## src/rtl/stopwatch_core.sv

```systemverilog
// stopwatch_core: BCD mm:ss.t stopwatch driven by the 100 ms divider tick.
// Inputs are synchronized and rising-edge detected; start toggles run/pause,
// clear zeroes the count and returns to IDLE. All outputs are registered.
module stopwatch_core #(
    parameter int SYNC_STAGES = 2,
    parameter int MIN_LIMIT   = 59
) (
    input  logic       clk,
    input  logic       rst_n,
    input  logic       tick_in,
    input  logic       btn_start,
    input  logic       btn_clear,
    output logic [3:0] tenths,
    output logic [3:0] sec_ones,
    output logic [3:0] sec_tens,
    output logic [3:0] min_ones,
    output logic [3:0] min_tens,
    output logic       running,
    output logic       wrap
);

    typedef enum logic [1:0] {
        ST_IDLE  = 2'b00,
        ST_RUN   = 2'b01,
        ST_PAUSE = 2'b10
    } state_e;

    // Last legal minutes value split into its two BCD digits.
    localparam logic [3:0] MIN_TENS_MAX = 4'(MIN_LIMIT / 10);
    localparam logic [3:0] MIN_ONES_MAX = 4'(MIN_LIMIT % 10);

    logic [SYNC_STAGES-1:0] tick_sync_q;
    logic [SYNC_STAGES-1:0] start_sync_q;
    logic [SYNC_STAGES-1:0] clear_sync_q;
    logic                   tick_dly_q;
    logic                   start_dly_q;
    logic                   clear_dly_q;
    logic                   tick_evt;
    logic                   start_evt;
    logic                   clear_evt;

    state_e     state_q,    state_d;
    logic [3:0] tenths_q,   tenths_d;
    logic [3:0] sec_ones_q, sec_ones_d;
    logic [3:0] sec_tens_q, sec_tens_d;
    logic [3:0] min_ones_q, min_ones_d;
    logic [3:0] min_tens_q, min_tens_d;
    logic       wrap_q,     wrap_d;
    logic       running_q;

    // Synchronizer chains plus one delayed copy per input for edge detection.
    always_ff @(posedge clk or negedge rst_n) begin
        if (!rst_n) begin
            tick_sync_q  <= '0;
            start_sync_q <= '0;
            clear_sync_q <= '0;
            tick_dly_q   <= 1'b0;
            start_dly_q  <= 1'b0;
            clear_dly_q  <= 1'b0;
        end else begin
            tick_sync_q  <= {tick_sync_q[SYNC_STAGES-2:0],  tick_in};
            start_sync_q <= {start_sync_q[SYNC_STAGES-2:0], btn_start};
            clear_sync_q <= {clear_sync_q[SYNC_STAGES-2:0], btn_clear};
            tick_dly_q   <= tick_sync_q[SYNC_STAGES-1];
            start_dly_q  <= start_sync_q[SYNC_STAGES-1];
            clear_dly_q  <= clear_sync_q[SYNC_STAGES-1];
        end
    end

    assign tick_evt  = tick_sync_q[SYNC_STAGES-1]  & ~tick_dly_q;
    assign start_evt = start_sync_q[SYNC_STAGES-1] & ~start_dly_q;
    assign clear_evt = clear_sync_q[SYNC_STAGES-1] & ~clear_dly_q;

    // Next state and next count: clear wins, then count (pre-edge RUN only), then start toggle.
    always_comb begin
        state_d    = state_q;
        tenths_d   = tenths_q;
        sec_ones_d = sec_ones_q;
        sec_tens_d = sec_tens_q;
        min_ones_d = min_ones_q;
        min_tens_d = min_tens_q;
        wrap_d     = 1'b0;
        if (clear_evt) begin
            state_d    = ST_IDLE;
            tenths_d   = 4'd0;
            sec_ones_d = 4'd0;
            sec_tens_d = 4'd0;
            min_ones_d = 4'd0;
            min_tens_d = 4'd0;
        end else begin
            if ((state_q == ST_RUN) && tick_evt) begin
                if (tenths_q != 4'd9) begin
                    tenths_d = tenths_q + 4'd1;
                end else begin
                    tenths_d = 4'd0;
                    if (sec_ones_q != 4'd9) begin
                        sec_ones_d = sec_ones_q + 4'd1;
                    end else begin
                        sec_ones_d = 4'd0;
                        if (sec_tens_q != 4'd5) begin
                            sec_tens_d = sec_tens_q + 4'd1;
                        end else begin
                            sec_tens_d = 4'd0;
                            if ((min_tens_q == MIN_TENS_MAX) && (min_ones_q == MIN_ONES_MAX)) begin
                                min_tens_d = 4'd0;
                                min_ones_d = 4'd0;
                                wrap_d     = 1'b1;
                            end else if (min_ones_q != 4'd9) begin
                                min_ones_d = min_ones_q + 4'd1;
                            end else begin
                                min_ones_d = 4'd0;
                                min_tens_d = min_tens_q + 4'd1;
                            end
                        end
                    end
                end
            end else begin
                tenths_d = tenths_q;
            end
            if (start_evt) begin
                case (state_q)
                    ST_IDLE:  state_d = ST_RUN;
                    ST_RUN:   state_d = ST_PAUSE;
                    ST_PAUSE: state_d = ST_RUN;
                    default:  state_d = ST_IDLE;
                endcase
            end else begin
                state_d = state_q;
            end
        end
    end

    // State, digit, wrap and running registers.
    always_ff @(posedge clk or negedge rst_n) begin
        if (!rst_n) begin
            state_q    <= ST_IDLE;
            tenths_q   <= 4'd0;
            sec_ones_q <= 4'd0;
            sec_tens_q <= 4'd0;
            min_ones_q <= 4'd0;
            min_tens_q <= 4'd0;
            wrap_q     <= 1'b0;
            running_q  <= 1'b0;
        end else begin
            state_q    <= state_d;
            tenths_q   <= tenths_d;
            sec_ones_q <= sec_ones_d;
            sec_tens_q <= sec_tens_d;
            min_ones_q <= min_ones_d;
            min_tens_q <= min_tens_d;
            wrap_q     <= wrap_d;
            running_q  <= (state_d == ST_RUN);
        end
    end

    assign tenths   = tenths_q;
    assign sec_ones = sec_ones_q;
    assign sec_tens = sec_tens_q;
    assign min_ones = min_ones_q;
    assign min_tens = min_tens_q;
    assign running  = running_q;
    assign wrap     = wrap_q;

endmodule

```

## config.mk

```make
export PLATFORM = sky130hd
export DESIGN_NAME = stopwatch_core
export DESIGN_NICKNAME = d
export VERILOG_FILES = /design/src/rtl/stopwatch_core.sv
export SDC_FILE = /design/constraint.sdc
export NUM_CORES = 1
export LEC_CHECK = 0
export ABC_CLOCK_PERIOD_IN_PS = 3100
export CAP_MARGIN = 20
export CORE_MARGIN = 4
export CORE_UTILIZATION = 48
export CTS_CLUSTER_DIAMETER = 80
export CTS_CLUSTER_SIZE = 25
export DETAILED_ROUTE_END_ITERATION = 8
export GPL_ROUTABILITY_DRIVEN = 0
export PLACE_DENSITY = 0.85
export SLEW_MARGIN = 5
export SYNTH_ARGS = -nofsm -noshare
export SYNTH_HDL_FRONTEND = slang
export SYNTH_SLANG_ARGS = --single-unit
```

## constraint.sdc

```tcl
create_clock -name clk -period 3.1 [get_ports clk]
set_input_delay 0.775 -clock clk [delete_from_list [all_inputs] [get_ports clk]]
set_output_delay 0.775 -clock clk [all_outputs]
set_load 0.02 [all_outputs]
```

Yosys cells after proc, flatten, opt, wreduce, memory -nomap -nowiden:

Index checks and enable logic that the tools add are counted.

* flip-flop bits (word level): 33
* input bits: 5
* output and inout port bits: 22
* word-level logic and storage cells: 82

* add/sub/neg operators: 5
* equality and inequality tests: 13
* multiplexer cells: 35
* bitwise logic cells: 6
* reduce and logical (&&, ||, !) cells: 9

Operators by type and width (count)
* 4-bit 2-to-1 mux: 26
* 4-bit by 1-bit adder with 4-bit output (second input constant): 5
* 4-bit != test (second input constant): 3
* 1-bit 2-to-1 mux: 6
* 2-bit != test (second input constant): 3
* 5-bit AND reduction: 1
* 2-bit by 1-bit equality test with 1-bit output (second input constant): 2
* 4-bit by 3-bit equality test with 1-bit output (second input constant): 1
* 4-bit equality test (second input constant): 1
* 2-bit 2-to-1 mux: 2
* 4-bit by 3-bit != test with 1-bit output (second input constant): 1
* 2-bit case mux with 2 select lines: 1
* 4-bit AND reduction: 1
* 1-bit bitwise AND: 3
* 3-bit != test (second input constant): 1
* 1-bit NOT: 3
* 3-bit AND reduction: 1
* 2-bit equality test (second input constant): 1
* 1-bit logical AND: 2
* 2-bit zero test: 1
* 2-bit AND reduction: 1
* 2-bit nonzero test: 1
* 2-bit OR reduction: 1

Longest topological paths before layout:

Gate-level depths: netlist (run 1).

* depth in word-level cells: 8
* mapped depth: 7
* depth with buffers taken out: 6

Least setup slack after synthesis (run 1):

OpenSTA, ideal clock, no wires.

* path type: register to register
* start: register tenths_q[0] (netlist: tenths[0])
* end: register sec_tens_q[3] (netlist: sec_tens[3])
* library setup time: 78 ps
* data arrival time: 1688 ps
* data required time: 3022 ps
* path slack: 1334 ps
* stages on the path, launching flop included: 7
* buffers on the path: 1
* period minus slack after synthesis: 1766 ps
* path through: dfrtp_1 ha_1 and3b_1 buf_6 nand3_4 or4_1 a21oi_1

* cells in the longest elaborated chain, start to end: 3

RTL lines
* start, declared: line 43 `logic [3:0] tenths_q, tenths_d;`
* start signal, assigned: line 146 `tenths_q <= tenths_d;`
* 4-bit != test: line 92 `if (tenths_q != 4'd9) begin`
* 2-bit != test (no line)
* 3-bit AND reduction (no line)
* end signal, assigned: line 148 `sec_tens_q <= sec_tens_d;`
* end, declared: line 45 `logic [3:0] sec_tens_q, sec_tens_d;`

No other way between the ends.
A chain may end at the register's enable or synchronous reset.

Final worst setup path (run 1):

* start: register min_tens_q[0] (netlist: min_tens[0])
* end: output port min_tens[0]

RTL lines
* start, declared: line 47 `logic [3:0] min_tens_q, min_tens_d;`
* start signal, assigned: line 150 `min_tens_q <= min_tens_d;`
* end, declared: line 17 `output logic [3:0] min_tens,`

No word-level cell between the ends.

==> results of run 1 <==
## path summary, 6_finish.rpt
check                                                  to  slack (ns)                 startpoint  cells after the start
worst max-delay path                          min_tens[0]        0.88    min_tens[0]$_DFFE_PN0P_                      1
worst min-delay path            clear_sync_q[1]$_DFF_PN0_        0.36  clear_sync_q[0]$_DFF_PN0_                      0
worst max register to register    sec_tens[3]$_DFFE_PN0P_        1.15      tenths[1]$_DFFE_PN0P_                      6
worst min register to register  clear_sync_q[1]$_DFF_PN0_        0.36  clear_sync_q[0]$_DFF_PN0_                      0
max in group asynchronous         min_tens[2]$_DFFE_PN0P_        1.97                      rst_n                      2
min in group asynchronous         min_ones[2]$_DFFE_PN0P_        0.84                      rst_n                      2
## flip-flops by register name, summed over array words and instances, names as in the netlist
signal,flops
running,1
tick_sync_q,2
min_ones,4
tenths,4
start_sync_q,2
sec_tens,4
min_tens,4
tick_dly_q,1
clear_dly_q,1
wrap,1
start_dly_q,1
sec_ones,4
state_q,2
clear_sync_q,2
## power breakdown
part	internal (mW)	total (mW)	switching [mW]
sequential	0.448	0.462	0.0148
clock	0.0853	0.233	0.148
combinational	0.0342	0.0767	0.0425
## layer usage
layer | track usage [%] | vias up | wire (um)
met2 | 26.8 | 32 | 1480
met3 | 5.78 | 7 | 173
met4 | 6.09 | 0 | 48
met5 | 0 | - | 0
li1 | - | 614 | -
met1 | 18.9 | 607 | 1340
## cell type report
type / instances / share of cell area, %
clock inverter: 3 / 0.891
multi-input combinational: 113 / 37.4
timing repair buffer: 28 / 14.0
tap: 44 / 2.80
inverter: 5 / 0.955
clock buffer: 5 / 1.91
sequential: 33 / 42.0
## layout by cell type, fill, tap and decap left out
cell type	instances
and4_1	1
nor3_1	8
a311oi_1	1
nand4b_1	1
clkbuf_4	5
and4bb_4	1
nand3_1	5
a21oi_1	17
xnor2_1	1
dfrtp_1	33
o21ai_0	9
inv_1	5
clkinv_2	2
and3_1	1
and2_1	1
ha_1	10
buf_4	2
mux2i_1	2
nand4bb_1	1
nand3_4	1
clkinvlp_4	1
o211ai_1	2
or3_1	6
nand2b_1	2
o31ai_1	2
nand3b_1	2
or4_1	1
nor2_1	13
clkdlybuf4s50_1	26
a31o_2	1
nor2b_1	4
or3b_2	1
and3b_1	4
nand2_1	14
nand4_4	1
## cells by family after synthesis
logic type | after synthesis | synth area share (%)
DFF | 33 | 51.0
AOI/OAI and AO/OA | 32 | 11.0
and+or+nand+nor | 68 | 25.0
buffers and inverters | 12 | 3.55
xor gates and xnor gates | 1 | 0.541
adders and majority gates | 10 | 7.73
muxes | 2 | 1.24
## per-stage QoR
stage	util, %	instance area, um^2	worst slack, ns
global route	62.8	1970	0.800
floorplan	-	1620	1.33
global placement	61.1	1910	1.28
CTS	62.8	1970	0.873
finish	62.8	1970	0.877
detailed placement	61.1	1910	1.18
==> results.cfg, run 1 <==
[power]
power_mw = 0.772
leakage_nw = 0.841
powerDensity_nw_per_um2 = 393
irDropWorstVdd_uv = 241

[drt]
via_count = 1260
drtIter0Drc = 92
wl_per_cell_um = 13.1
drt_first_pass_iters = 4
drt_wl_total_mm = 3.04
via_per_inst = 5.45
ant_nets = 0
drcViolationCount = 0

[final_layout]
drive_gt1_share_pct = 8.02
syn2layout_area_growth_pct = 21.4
fill_cells = 248
seq_area_um2 = 826
nets = 201
layout.cells.non_filler = 231
antenna_cells = 0
multi_input_area_um2 = 736

[worst_setup_path]
crit_fanout = 6
end_kind = output port
cp_num_buf_inv = 1
slowest_stage = clkdlybuf4s50_1
crit_chain = clkdlybuf4s50_1
cp_slowest_stage_delay_ns = 0.64
required_ns = 2.32
critical_path_class = reg2out
cp_top_family = buffers and inverters
critPathArrivalTime_ns = 1.45
startpoint_type = flip-flop

[synth]
ys_warn_count = 0
ys_seq_area_share_pct = 51.0
syn_area_per_cell_um2 = 10.2
yosysMostFrequentCell = dfrtp_1
synthCells = 158
synthArstFlopShare_pct = 100
synth_top_area_share_pct = 51.0
synth_top_cell_by_area = dfrtp_1
synth_seq_cells = 33
ys.flop_type = dfrtp_1
synth.area.top_cells = dfrtp_1, ha_1, a21oi_1
yosys-top-cells-count = dfrtp_1, a21oi_1, nand2_1, nor2_1, ha_1
synth_nets = 173
synth_area_um2 = 1620
synth_edf_count = 0
yosysUniqueCellTypes = 34

[run]
maxCapViolations = 0

[sta]
tns_ns = 0
setup_viol = 0
final-hold-violation-count = 0
finalMaxSlewViolations = 0
worstMarginPinSlew_ns = 0.408
rsz0062_at_grt = no
period_share_pct = 71.7
finalCriticalPeriod_ns = 2.22
final.setup_skew_ns = 0.00626
slew_headroom_pct = 72.8
fmax_ghz = 0.450
whs_ns = 0.358

[floorplanning]
core-area_um2 = 3130
pin_count = 27
rows = 20
die_y_um = 66.1
die_x_um = 66.1
initial_core_util_pct = 51.8
dieArea_um2 = 4370

[cts]
cts_setup_buffers = 0
cts_made_buffers = 5
cts_resized = 0
htree_levels = 2
ctsHoldBuffers = 0
clockBufferDepth = 2
cts_tree = built
clk_pin_slew_ns = 0.10
clk_latency_ns = 0.34
clock_sink_count = 33
root_buffer = clkbuf_4

[global_route]
grt.total_usage_pct = 16.1
gr-total-overflow = 0
antenna_found_initial = 0
grt_max_degree = 34
grt_pass1_vias = 1179
grt_pass1_wl_mm = 5.29

[placed_design]
portBuffers = 26
hpwl_mm = 2.17
placed_cells = 223

[status]
outcome = complete, no violations

[worst_hold_path]
min_path_type = reg2reg
No activity file was read; power rests on OpenSTA's default activity.
==> run 2, diff against run 1 <==
ABC_CLOCK_PERIOD_IN_PS = 2280   (was 3100)
clock period = 2.28 ns   (was 3.1 ns; I/O delays follow)
==> results.cfg, run 2 (same netlist as run 1, synthesis figures left out) <==
[power]
powerDensity_nw_per_um2 = 573
p_sw_share_pct = 22.9
seqPwrFrac_pct = 55.1
leakage_nw = 0.856
power_switching_mw = 0.261
power.share.combinational_pct = 9.4
irDropWorstVdd_uv = 306
p_clk_share_pct = 35.5
intPower_mw = 0.879

[drt]
drtIter0Drc = 77
wl_per_cell_um = 13.7
via_per_inst = 5.55
ant_nets = 0
drt_wl_total_mm = 3.18
drcViolationCount = 0
via_count = 1282
drt_first_pass_iters = 4

[worst_setup_path]
slowest_stage = clkdlybuf4s50_1
r2r-end = sec_tens[2]$_DFFE_PN0P_
critical_path_class = reg2out
reg2regPathDepth = 6
cp_num_buf_inv = 1
cp_slowest_stage_delay_ns = 0.64
startpoint_type = flip-flop
timing.rr.start = tenths[1]$_DFFE_PN0P_
cp_top_family = buffers and inverters
critPathArrivalTime_ns = 1.43
worstSetupStartpoint = sec_ones[0]$_DFFE_PN0P_
required_ns = 1.71
crit_chain = clkdlybuf4s50_1
crit_fanout = 6
r2r_setup_slack_ns = 0.33
end_kind = output port

[sta]
finalMaxSlewViolations = 0
worstMarginPinSlew_ns = 0.405
timing.final.ws_setup_ns = 0.278
final-hold-violation-count = 0
rsz0062_at_grt = no
slew_headroom_pct = 73.0
setup_viol = 0
period_share_pct = 87.8
fmax_ghz = 0.499
tns_ns = 0
final.setup_skew_ns = 0.00651
finalCriticalPeriod_ns = 2.00

[final_layout]
drive_gt1_share_pct = 8.02
post-route-util_pct = 63.6
final_cell_mix = dfrtp_1, clkdlybuf4s50_1, a21oi_1
final_area_um2 = 1990
syn2layout_area_growth_pct = 23.0
nets = 202
antenna_cells = 0
final_common_cell = dfrtp_1
layout.cells.non_filler = 231

[floorplanning]
die_y_um = 66.1
pin_count = 27
core-area_um2 = 3130
rows = 20
die_x_um = 66.1
initial_core_util_pct = 51.8
dieArea_um2 = 4370

[status]
outcome = complete, no violations

[placed_design]
placed_cells = 224
placed_cell_area_um2 = 1920
pre_cts_ws_ns = 0.357
hpwl_mm = 2.35
portBuffers = 26

[global_route]
grt_pass1_wl_mm = 5.35
grt_pass1_vias = 1227
antenna_found_initial = 0
gr-total-overflow = 0
grt_max_degree = 34
grt.total_usage_pct = 16.5

[worst_hold_path]
min-delay-start = clear_sync_q[0]$_DFF_PN0_
min_to = clear_sync_q[1]$_DFF_PN0_
min_path_type = reg2reg
holdPathStages = 0

[cts]
root_buffer = clkbuf_4
clock_sink_count = 33
clk_pin_slew_ns = 0.09
clockBufferDepth = 2
clk_latency_ns = 0.33
cts_made_buffers = 5
cts_setup_buffers = 0
cts_resized = 0
ctsHoldBuffers = 0
cts_tree = built
htree_levels = 2

[run]
maxCapViolations = 0
-- run 2: cell types whose count changed in the layout (fill, tap and decap cells not counted) --
cell | before | now
buf_4 | 2 | 3
clkinv_2 | 2 | 1
bufinv_16 | 0 | 1
clkinvlp_4 | 1 | 0
-- run 2: layer usage --
layer  routed length, um  share of wire [%]  vias up  global-route usage (%)
met5                   0                  0        -                       0
met4                  62                2.0        0                    6.35
met3                 228                7.2        8                    7.82
met2                1590                 50       47                    27.9
met1                1300                 41      609                    17.8
li1                    -                  -      618                       -
-- run 2: cell type report --
cell class,instances,area [um^2]
Clock buffer,5,37.5
Timing Repair Buffer,29,283
Tap cell,44,55.1
Clock inverter,2,35.0
Sequential cell,33,826
Fill cell,239,1140
Inverter,5,18.8
Multi-Input combinational cell,113,736
-- run 2: power groups by stage --
stage	combinational (mW)	clock (mW)	sequential, mW
2_1_floorplan	0.0477	0	0.647
3_3_place_gp	0.105	0	0.637
3_5_place_dp	0.109	0	0.640
4_1_cts	0.109	0.419	0.628
5_1_grt	0.119	0.458	0.632
6_report	0.107	0.405	0.628
-- run 2: worst max-delay path by stage --
stage | to | slack, ns | depth (start not counted)
floorplan | sec_tens[3]$_DFFE_PN0P_ | 0.51 | 6
global placement | sec_tens[3]$_DFFE_PN0P_ | 0.46 | 6
detailed placement | min_tens[3]$_DFFE_PN0P_ | 0.36 | 6
CTS | sec_ones[0] | 0.27 | 1
global route | min_tens[3]$_DFFE_PN0P_ | 0.16 | 6
finish | sec_ones[0] | 0.28 | 1
-- run 2: through the flow --
| step | hold WS, ns | power (mW) |
|---|---|---|
| 3_3_place_gp | 0.334 | 0.741 |
| 2_1_floorplan | 0.274 | 0.695 |
| 5_1_grt | 0.366 | 1.21 |
| 6_report | 0.354 | 1.14 |
| 4_1_cts | 0.357 | 1.16 |
| 3_5_place_dp | 0.335 | 0.748 |
